**config.mk**
```make
export PLATFORM = sky130hd
export DESIGN_NAME = psum_accum_outbuf
export DESIGN_NICKNAME = d
export VERILOG_FILES = /design/src/rtl/psum_pkg.sv /design/src/rtl/psum_fifo.sv /design/src/rtl/psum_accum_outbuf.sv
export SDC_FILE = /design/constraint.sdc
export NUM_CORES = 2
export LEC_CHECK = 0
export BUFFER_PORTS_ARGS = -buffer_cell sky130_fd_sc_hd__buf_4
export CAP_MARGIN = 20
export CORE_MARGIN = 1.5
export CORE_UTILIZATION = 65
export CTS_BUF_LIST = sky130_fd_sc_hd__clkbuf_8
export CTS_CLUSTER_DIAMETER = 40
export DETAILED_ROUTE_END_ITERATION = 8
export PLACE_DENSITY = 0.81
export RECOVER_POWER = 100
export SKIP_LAST_GASP = 1
export SYNTH_ARGS = -nofsm -noshare
export SYNTH_HDL_FRONTEND = slang
export SYNTH_MEMORY_MAX_BITS = 65536
export SYNTH_SLANG_ARGS = --single-unit
```
**constraint.sdc**
```tcl
create_clock -name clk -period 11 [get_ports clk]
set_input_delay 3.3 -clock clk [delete_from_list [all_inputs] [get_ports clk]]
set_output_delay 3.3 -clock clk [all_outputs]
set_load 0.1 [all_outputs]
```
**src/rtl/psum_pkg.sv**
```systemverilog
`default_nettype none
// ============================================================================
//  Module      : psum_pkg
//  Description : Shared definitions for the psum merge stage. Holds the
//                writer mode encodings and the width-generic saturating
//                adder that the merge datapath uses.
//  Revision    : 1.0 - initial release
// ============================================================================
package psum_pkg;

    // Writer mode encodings
    localparam logic [1:0] MODE_PASS  = 2'd0;
    localparam logic [1:0] MODE_ACC   = 2'd1;
    localparam logic [1:0] MODE_DRAIN = 2'd2;
    localparam logic [1:0] MODE_HOLD  = 2'd3;

    // Internal working width of sat_add. Operands must be sign-extended to
    // this width and hold values of at most c_SAT_W-1 bits, so the raw sum
    // never overflows the working width.
    localparam int c_SAT_W = 64;

    // Signed add of two w-bit values carried in c_SAT_W-bit containers.
    // With sat set, the result is clamped to the w-bit signed range.
    // Otherwise the raw sum is returned, and the caller keeps the low w bits,
    // which gives the wrapping result.
    function automatic logic signed [c_SAT_W-1:0] sat_add(
        input logic signed [c_SAT_W-1:0] a,
        input logic signed [c_SAT_W-1:0] b,
        input int unsigned               w,
        input logic                      sat
    );
        logic signed [c_SAT_W-1:0] sum;
        logic signed [c_SAT_W-1:0] hi;
        logic signed [c_SAT_W-1:0] lo;
        sum = a + b;
        hi  = (64'sd1 <<< (w - 1)) - 64'sd1;
        lo  = -(64'sd1 <<< (w - 1));
        if (sat && (sum > hi)) begin
            sat_add = hi;
        end else if (sat && (sum < lo)) begin
            sat_add = lo;
        end else begin
            sat_add = sum;
        end
    endfunction

endpackage
`default_nettype wire

```
**src/rtl/psum_fifo.sv**
```systemverilog
`default_nettype none
// ============================================================================
//  Module      : psum_fifo
//  Description : Synchronous count-based FIFO. It takes one word per write
//                and returns RD_PAR words per read, with the oldest word in
//                the LSBs. With FWFT=1, o_dout shows the head words
//                combinationally. Otherwise o_dout is registered and is
//                updated only by a read that succeeds.
//  Revision    : 1.0 - initial release
//
//  Ports
//    clk, rst  : clock, synchronous active-high reset
//    i_wen     : push i_din. Ignored when no slot is free after this cycle's read.
//    i_din     : word to push
//    i_ren     : pop RD_PAR words. Ignored when fewer than RD_PAR are stored.
//    o_dout    : popped words (registered) or head words (FWFT)
//    o_count   : words currently stored
// ============================================================================
module psum_fifo #(
    parameter int WIDTH  = 33,
    parameter int DEPTH  = 64,
    parameter int RD_PAR = 1,
    parameter int FWFT   = 0
) (
    input  logic                      clk,
    input  logic                      rst,
    input  logic                      i_wen,
    input  logic [WIDTH-1:0]          i_din,
    input  logic                      i_ren,
    output logic [RD_PAR*WIDTH-1:0]   o_dout,
    output logic [$clog2(DEPTH):0]    o_count
);

    localparam int c_AW = $clog2(DEPTH);
    localparam int c_CW = c_AW + 1;

    logic [WIDTH-1:0]        r_mem [DEPTH];
    logic [c_AW-1:0]         r_wr_ptr;
    logic [c_AW-1:0]         r_rd_ptr;
    logic [c_CW-1:0]         r_count;
    logic [c_CW-1:0]         w_rd_cnt;
    logic                    w_rd;
    logic                    w_wr;
    logic [RD_PAR*WIDTH-1:0] w_rd_words;

    assign w_rd     = i_ren & (r_count >= c_CW'(RD_PAR));
    assign w_rd_cnt = w_rd ? c_CW'(RD_PAR) : '0;
    // A read in the same cycle frees its slots, so a push into a full
    // FIFO still lands when it is paired with a pop.
    assign w_wr     = i_wen & ((r_count - w_rd_cnt) < c_CW'(DEPTH));

    // The pointers are log2(DEPTH) wide, so the address wraps on its own.
    for (genvar k = 0; k < RD_PAR; k++) begin : g_rd_word
        assign w_rd_words[k*WIDTH +: WIDTH] = r_mem[r_rd_ptr + c_AW'(k)];
    end

    always_ff @(posedge clk) begin
        if (w_wr) begin
            r_mem[r_wr_ptr] <= i_din;
        end
    end

    always_ff @(posedge clk) begin
        if (rst) begin
            r_wr_ptr <= '0;
            r_rd_ptr <= '0;
            r_count  <= '0;
        end else begin
            if (w_wr) begin
                r_wr_ptr <= r_wr_ptr + c_AW'(1);
            end
            if (w_rd) begin
                r_rd_ptr <= r_rd_ptr + c_AW'(RD_PAR);
            end
            r_count <= r_count + c_CW'(w_wr) - w_rd_cnt;
        end
    end

    if (FWFT != 0) begin : g_fwft
        assign o_dout = w_rd_words;
    end else begin : g_reg_dout
        logic [RD_PAR*WIDTH-1:0] r_dout;
        always_ff @(posedge clk) begin
            if (rst) begin
                r_dout <= '0;
            end else if (w_rd) begin
                r_dout <= w_rd_words;
            end
        end
        assign o_dout = r_dout;
    end

    assign o_count = r_count;

endmodule
`default_nettype wire

```
**src/rtl/psum_accum_outbuf.sv**
```systemverilog
`default_nettype none
// ============================================================================
//  Module      : psum_accum_outbuf
//  Description : Output-side psum merge stage. Each PE psum is either passed
//                through or added to the head of the input-psum FIFO. In
//                drain mode, input psums are forwarded unchanged. Results go
//                through one pipe register into the output FIFO.
//  Revision    : 1.0 - initial release
//
//  Ports
//    clk, rst                : clock, synchronous active-high reset
//    mode                    : 0 pass, 1 accumulate, 2 drain inpsum, 3 hold
//    psum_valid/_in/_ready   : PE psum handshake
//    inpsum_wen/_din         : input-psum push
//    inpsum_full/_empty      : input-psum FIFO status
//    outbuf_ren              : pop OUT_PAR result words
//    outbuf_dout             : popped words, oldest in the LSBs (registered)
//    outbuf_full/_empty      : no room for another result / < OUT_PAR stored
//    out_count               : words stored in the output FIFO
// ============================================================================
module psum_accum_outbuf
    import psum_pkg::*;
#(
    parameter int PSUM_WIDTH = 33,
    parameter int IN_DEPTH   = 64,
    parameter int OUT_DEPTH  = 64,
    parameter int OUT_PAR    = 1,
    parameter int SATURATE   = 0
) (
    input  logic                            clk,
    input  logic                            rst,
    input  logic [1:0]                      mode,
    input  logic                            psum_valid,
    input  logic [PSUM_WIDTH-1:0]           psum_in,
    output logic                            psum_ready,
    input  logic                            inpsum_wen,
    input  logic [PSUM_WIDTH-1:0]           inpsum_din,
    output logic                            inpsum_full,
    output logic                            inpsum_empty,
    input  logic                            outbuf_ren,
    output logic [OUT_PAR*PSUM_WIDTH-1:0]   outbuf_dout,
    output logic                            outbuf_full,
    output logic                            outbuf_empty,
    output logic [$clog2(OUT_DEPTH):0]      out_count
);

    localparam int c_ICW = $clog2(IN_DEPTH) + 1;
    localparam int c_OCW = $clog2(OUT_DEPTH) + 1;

    logic [c_ICW-1:0]      w_in_count;
    logic [PSUM_WIDTH-1:0] w_in_head;
    logic [PSUM_WIDTH-1:0] w_sum;
    logic [PSUM_WIDTH-1:0] w_load_data;
    logic                  w_room;
    logic                  w_load;
    logic                  w_pop;
    logic                  r_pipe_valid;
    logic [PSUM_WIDTH-1:0] r_pipe_data;

    assign inpsum_empty = (w_in_count == '0);
    assign inpsum_full  = (w_in_count == c_ICW'(IN_DEPTH));

    // The in-flight pipe entry has a reserved slot, so it can always be
    // written. A read in the same cycle does not make room until the
    // following cycle.
    assign w_room       = (out_count + c_OCW'(r_pipe_valid)) < c_OCW'(OUT_DEPTH);
    assign outbuf_full  = ~w_room;
    assign outbuf_empty = out_count < c_OCW'(OUT_PAR);

    assign w_sum = PSUM_WIDTH'(sat_add(c_SAT_W'(signed'(psum_in)),
                                       c_SAT_W'(signed'(w_in_head)),
                                       PSUM_WIDTH, SATURATE != 0));

    // Mode is decoded each cycle. Only the pipe entry loaded this cycle is
    // affected by the current mode.
    always_comb begin
        psum_ready  = 1'b0;
        w_load      = 1'b0;
        w_pop       = 1'b0;
        w_load_data = psum_in;
        case (mode)
            MODE_PASS: begin
                psum_ready = w_room;
                w_load     = psum_valid & w_room;
            end
            MODE_ACC: begin
                psum_ready  = w_room & ~inpsum_empty;
                w_load      = psum_valid & w_room & ~inpsum_empty;
                w_pop       = psum_valid & w_room & ~inpsum_empty;
                w_load_data = w_sum;
            end
            MODE_DRAIN: begin
                w_load      = w_room & ~inpsum_empty;
                w_pop       = w_room & ~inpsum_empty;
                w_load_data = w_in_head;
            end
            default: begin
            end
        endcase
    end

    always_ff @(posedge clk) begin
        if (rst) begin
            r_pipe_valid <= 1'b0;
            r_pipe_data  <= '0;
        end else begin
            r_pipe_valid <= w_load;
            if (w_load) begin
                r_pipe_data <= w_load_data;
            end
        end
    end

    psum_fifo #(
        .WIDTH  (PSUM_WIDTH),
        .DEPTH  (IN_DEPTH),
        .RD_PAR (1),
        .FWFT   (1)
    ) u_in_fifo (
        .clk     (clk),
        .rst     (rst),
        .i_wen   (inpsum_wen),
        .i_din   (inpsum_din),
        .i_ren   (w_pop),
        .o_dout  (w_in_head),
        .o_count (w_in_count)
    );

    psum_fifo #(
        .WIDTH  (PSUM_WIDTH),
        .DEPTH  (OUT_DEPTH),
        .RD_PAR (OUT_PAR),
        .FWFT   (0)
    ) u_out_fifo (
        .clk     (clk),
        .rst     (rst),
        .i_wen   (r_pipe_valid),
        .i_din   (r_pipe_data),
        .i_ren   (outbuf_ren),
        .o_dout  (outbuf_dout),
        .o_count (out_count)
    );

endmodule
`default_nettype wire

```
==> qor.yml <==
status: "complete, but fails checks"
violations: "max-capacitance violations, max-slew violations"
hold_buffers: 0
clk_latency_ns: 1.11
clkSinkCount: 4335
synth.most_common_cell: "edfxtp_1"
dieArea_um2: 260000
post_cts_resized: 0
dieHeight_um: 510
async_flop_share_pct: 0
critPathKind: "in -> reg"
start_kind: "primary input"
drcViolationCount: 0
final-hold-violation-count: 0
fillers: 13501
synth-simple-area-share_pct: 1.28
synth.top_cells.by_count: "4224 x edfxtp_1, 1360 x mux4_2, 249 x nor2_1"
grt_pass1_vias: 82764
timing.final.crit_share_pct: 86.7
fin_crit_ns: 9.54
synth_top_family_by_area: "multiplexers"
final.setup.tns_ns: 0
port_buffers: 117
htreeDepth: 6
hold_path.class: "reg -> reg"
crit_required_ns: 11.62
worst-path-buf-inv: 4
synth-main-ff-cell: "edfxtp_1"
path_cells: "clkbuf_1 > inv_1 > ha_1 > buf_4 > a21oi_1 > nor2_1 > nand2_1 > a311oi_1 > ha_1 > a21boi_0 > o21ai_0 > nand2_1 > xnor2_1 > and2_0 > nor2b_1 > nand2_1 > nor2_1 > clkbuf_1"
grt_usage_pct: 32.7
crit_top_cell: "nand2_1"
yosys.area.top_type: "edfxtp_1"
coreArea_um2: 256000
cp_slowest_cell: "nor2_1"
synth_compound_area_share_pct: 1.07
slew-limit-headroom_pct: -165
antenna_found_initial: 27
dr_total_vias: 81720
routabilityCongestion: 0.862
cts_tree: "built"
crit_path_max_fanout: 37
rsz0062_at_grt: "no"
syn_inst: 7033
row_count: 186
synth_fa_ha_area_share_pct: 0.597
fin_skew_ns: 0.104
drtAntennaViolNets: 0
gr-total-overflow: 0
maxSlewViolCount: 7752
cts_root_buf: "clkbuf_8"
clkTransAtPathRegs_ns: 0.06
syn_area_per_cell_um2: 23.8
slowest_delay_ns: 1.24
end_kind: "flop"
ir_drop_uv: 244
drt_wl_total_um: 428000
leakagePower_nw: 55.7
syn_area_um2: 167000
power.density_nw_per_um2: 208
syn_nets: 7184
synthTopCellsByArea: "edfxtp_1 76%, mux4_2 18%, dfxtp_1 1.3%, ha_1 0.56%, nor2_1 0.56%"
fin_ws_ns: 1.46
wl_per_cell_um: 37.1
vias_per_cell: 7.08
timing_worst_slew_pin_value_ns: 3.98
synthMuxAreaShare_pct: 18.5
crit_arrival_ns: 10.17
io_pins: 118
first_pass_iters: 6
finalSetupViolCount: 0
numCtsBuffers: 658
detailed_place_hpwl_um: 242000
drv_cap: 196
drtIter0Drc: 12182
synth_edf_count: 4224
die-width_um: 510
yosysTopAreaCellShare_pct: 75.8
ys_warn_count: 0
start_util_pct: 65.2
drive_gt1_share_pct: 29.1
preCtsSetupSlack_ns: 1.58
yosysUniqueCellTypes: 66
clock_tree.buffer_depth: 4
cpLargestDelayFamily: "simple AND/OR/NAND/NOR gates"
grt_pass1_wl_um: 595000
fmax_ghz: 0.105
nets: 7800
synth_seq_cells: 4335
syn_to_final_growth_pct: 10.1
seq_area_frac_synth_pct: 77.1
synth_xor_xnor_area_share_pct: 0.277
grt_max_degree: 135
post-cts-setup-buffer-count: 0
placed cells by master, fill, tap and decap left out, types with 8 or more instances in the layout:
| cell | netlist | layout |
|---|---|---|
| nand2_1 | 115 | 115 |
| a2111oi_0 | 26 | 26 |
| mux4_2 | 1360 | 1360 |
| a21o_1 | 23 | 23 |
| o21ai_0 | 28 | 28 |
| nor2b_1 | 22 | 22 |
| bufinv_16 | 0 | 17 |
| nor2_1 | 249 | 185 |
| a21oi_1 | 92 | 92 |
| xor2_1 | 20 | 20 |
| nand3b_1 | 9 | 9 |
| nand3_1 | 23 | 23 |
| edfxtp_1 | 4224 | 4224 |
| a221oi_1 | 27 | 27 |
| nor2_4 | 0 | 64 |
| inv_1 | 33 | 229 |
| xnor2_1 | 33 | 33 |
| clkinv_2 | 0 | 69 |
| dfxtp_4 | 0 | 10 |
| buf_4 | 20 | 73 |
| clkinv_1 | 0 | 150 |
| buf_12 | 0 | 16 |
| mux2i_1 | 30 | 30 |
| inv_6 | 0 | 15 |
| ha_1 | 75 | 75 |
| clkbuf_8 | 0 | 674 |
| nor3_1 | 9 | 8 |
| nand4_1 | 13 | 13 |
| dfxtp_1 | 111 | 92 |
| a211oi_1 | 20 | 20 |
| clkinvlp_4 | 0 | 19 |
| or3_1 | 11 | 11 |
| clkbuf_1 | 189 | 245 |
| dfxtp_2 | 0 | 9 |
worst reg2reg max path: stages, from the launching register on:
cell	delay (ns)
dfxtp_4	0.66
clkbuf_2	2.61
mux4_2	0.92
mux4_2	0.56
mux2i_1	0.62
a21oi_1	0.29
ha_1	0.45
o211ai_1	0.12
o21a_1	0.26
a21oi_1	0.31
o21ai_0	0.14
clkbuf_1	0.26
o21ai_0	0.76
a31oi_1	0.25
xnor2_1	0.19
a221oi_1	0.26
a2111oi_0	0.10
metrics by stage:
step / cell area, um^2 / util, % / hold WS (ns) / instances / total power, mW
2_1_floorplan: 167000 / - / 0.485 / 7033 / 24.0
3_3_place_gp: 173000 / 67.5 / 0.446 / 10319 / 26.0
3_5_place_dp: 174000 / 67.7 / 0.450 / 10333 / 26.2
4_1_cts: 185000 / 72.3 / 0.459 / 11493 / 38.3
5_1_grt: 184000 / 71.8 / 0.486 / 11535 / 39.5
6_report: 184000 / 71.8 / 0.461 / 11540 / 38.4
sequential cells by signal (all words and copies together) (netlist names), named ones only:
register,cells
u_in_fifo.r_wr_ptr,6
u_out_fifo.o_count,7
u_in_fifo.o_count,7
u_out_fifo.r_rd_ptr,6
u_in_fifo.r_rd_ptr,6
u_out_fifo.r_mem,2112
u_out_fifo.o_dout,33
u_in_fifo.r_mem,2112
r_pipe_valid,1
u_out_fifo.r_wr_ptr,6
r_pipe_data,33
per-layer routing:
layer  up-vias  GRT usage (%)  wire [um]
li1      31554              -          -
met1     42435           41.5     138000
met2      6492           55.0     219000
met3      1217           6.27      44700
met4        22           16.1      26200
met5         -              0        150
path summary, 6_finish.rpt:
| kind | startpoint | to | slack (ns) | cells past startpoint |
|---|---|---|---|---|
| hold / removal | u_out_fifo.o_dout[0] | u_out_fifo.o_dout[0] | 0.46 | 2 |
| hold reg to reg | u_out_fifo.o_dout[0] | u_out_fifo.o_dout[0] | 0.46 | 2 |
| setup / recovery | mode[1] | u_in_fifo.r_mem[40][1] | 1.46 | 18 |
| setup reg to reg | flop | r_pipe_data[26] | 1.92 | 16 |
layout make-up:
cell class	count	area, um^2	share of cell area, %
antenna	7	17.5	0.00951
sequential	4335	129000	70.1
tap	3384	4230	2.30
clock buffer	674	9280	5.04
multi-input combinational	2283	36900	20.0
timing repair buffer	338	1880	1.02
clock inverter	486	2700	1.46
inverter	33	124	0.0672
report_power, final:
part           total, mW  leakage, nW  switching, mW  internal [mW]
combinational       6.83         9.98           4.05           2.79
clock               12.4         6.83           6.22           6.13
sequential          19.2         38.9          0.274           18.9
total               38.4         55.7           10.5           27.8
cells by family after synthesis:
| kind of cell | count (synthesis) |
|---|---|
| mux | 1397 |
| simple gates | 488 |
| fa+ha+maj | 78 |
| flops | 4335 |
| compound gates | 267 |
| xor+xnor | 53 |
| buf+inv | 415 |
Note: power is estimated with default switching activity, not from simulation.
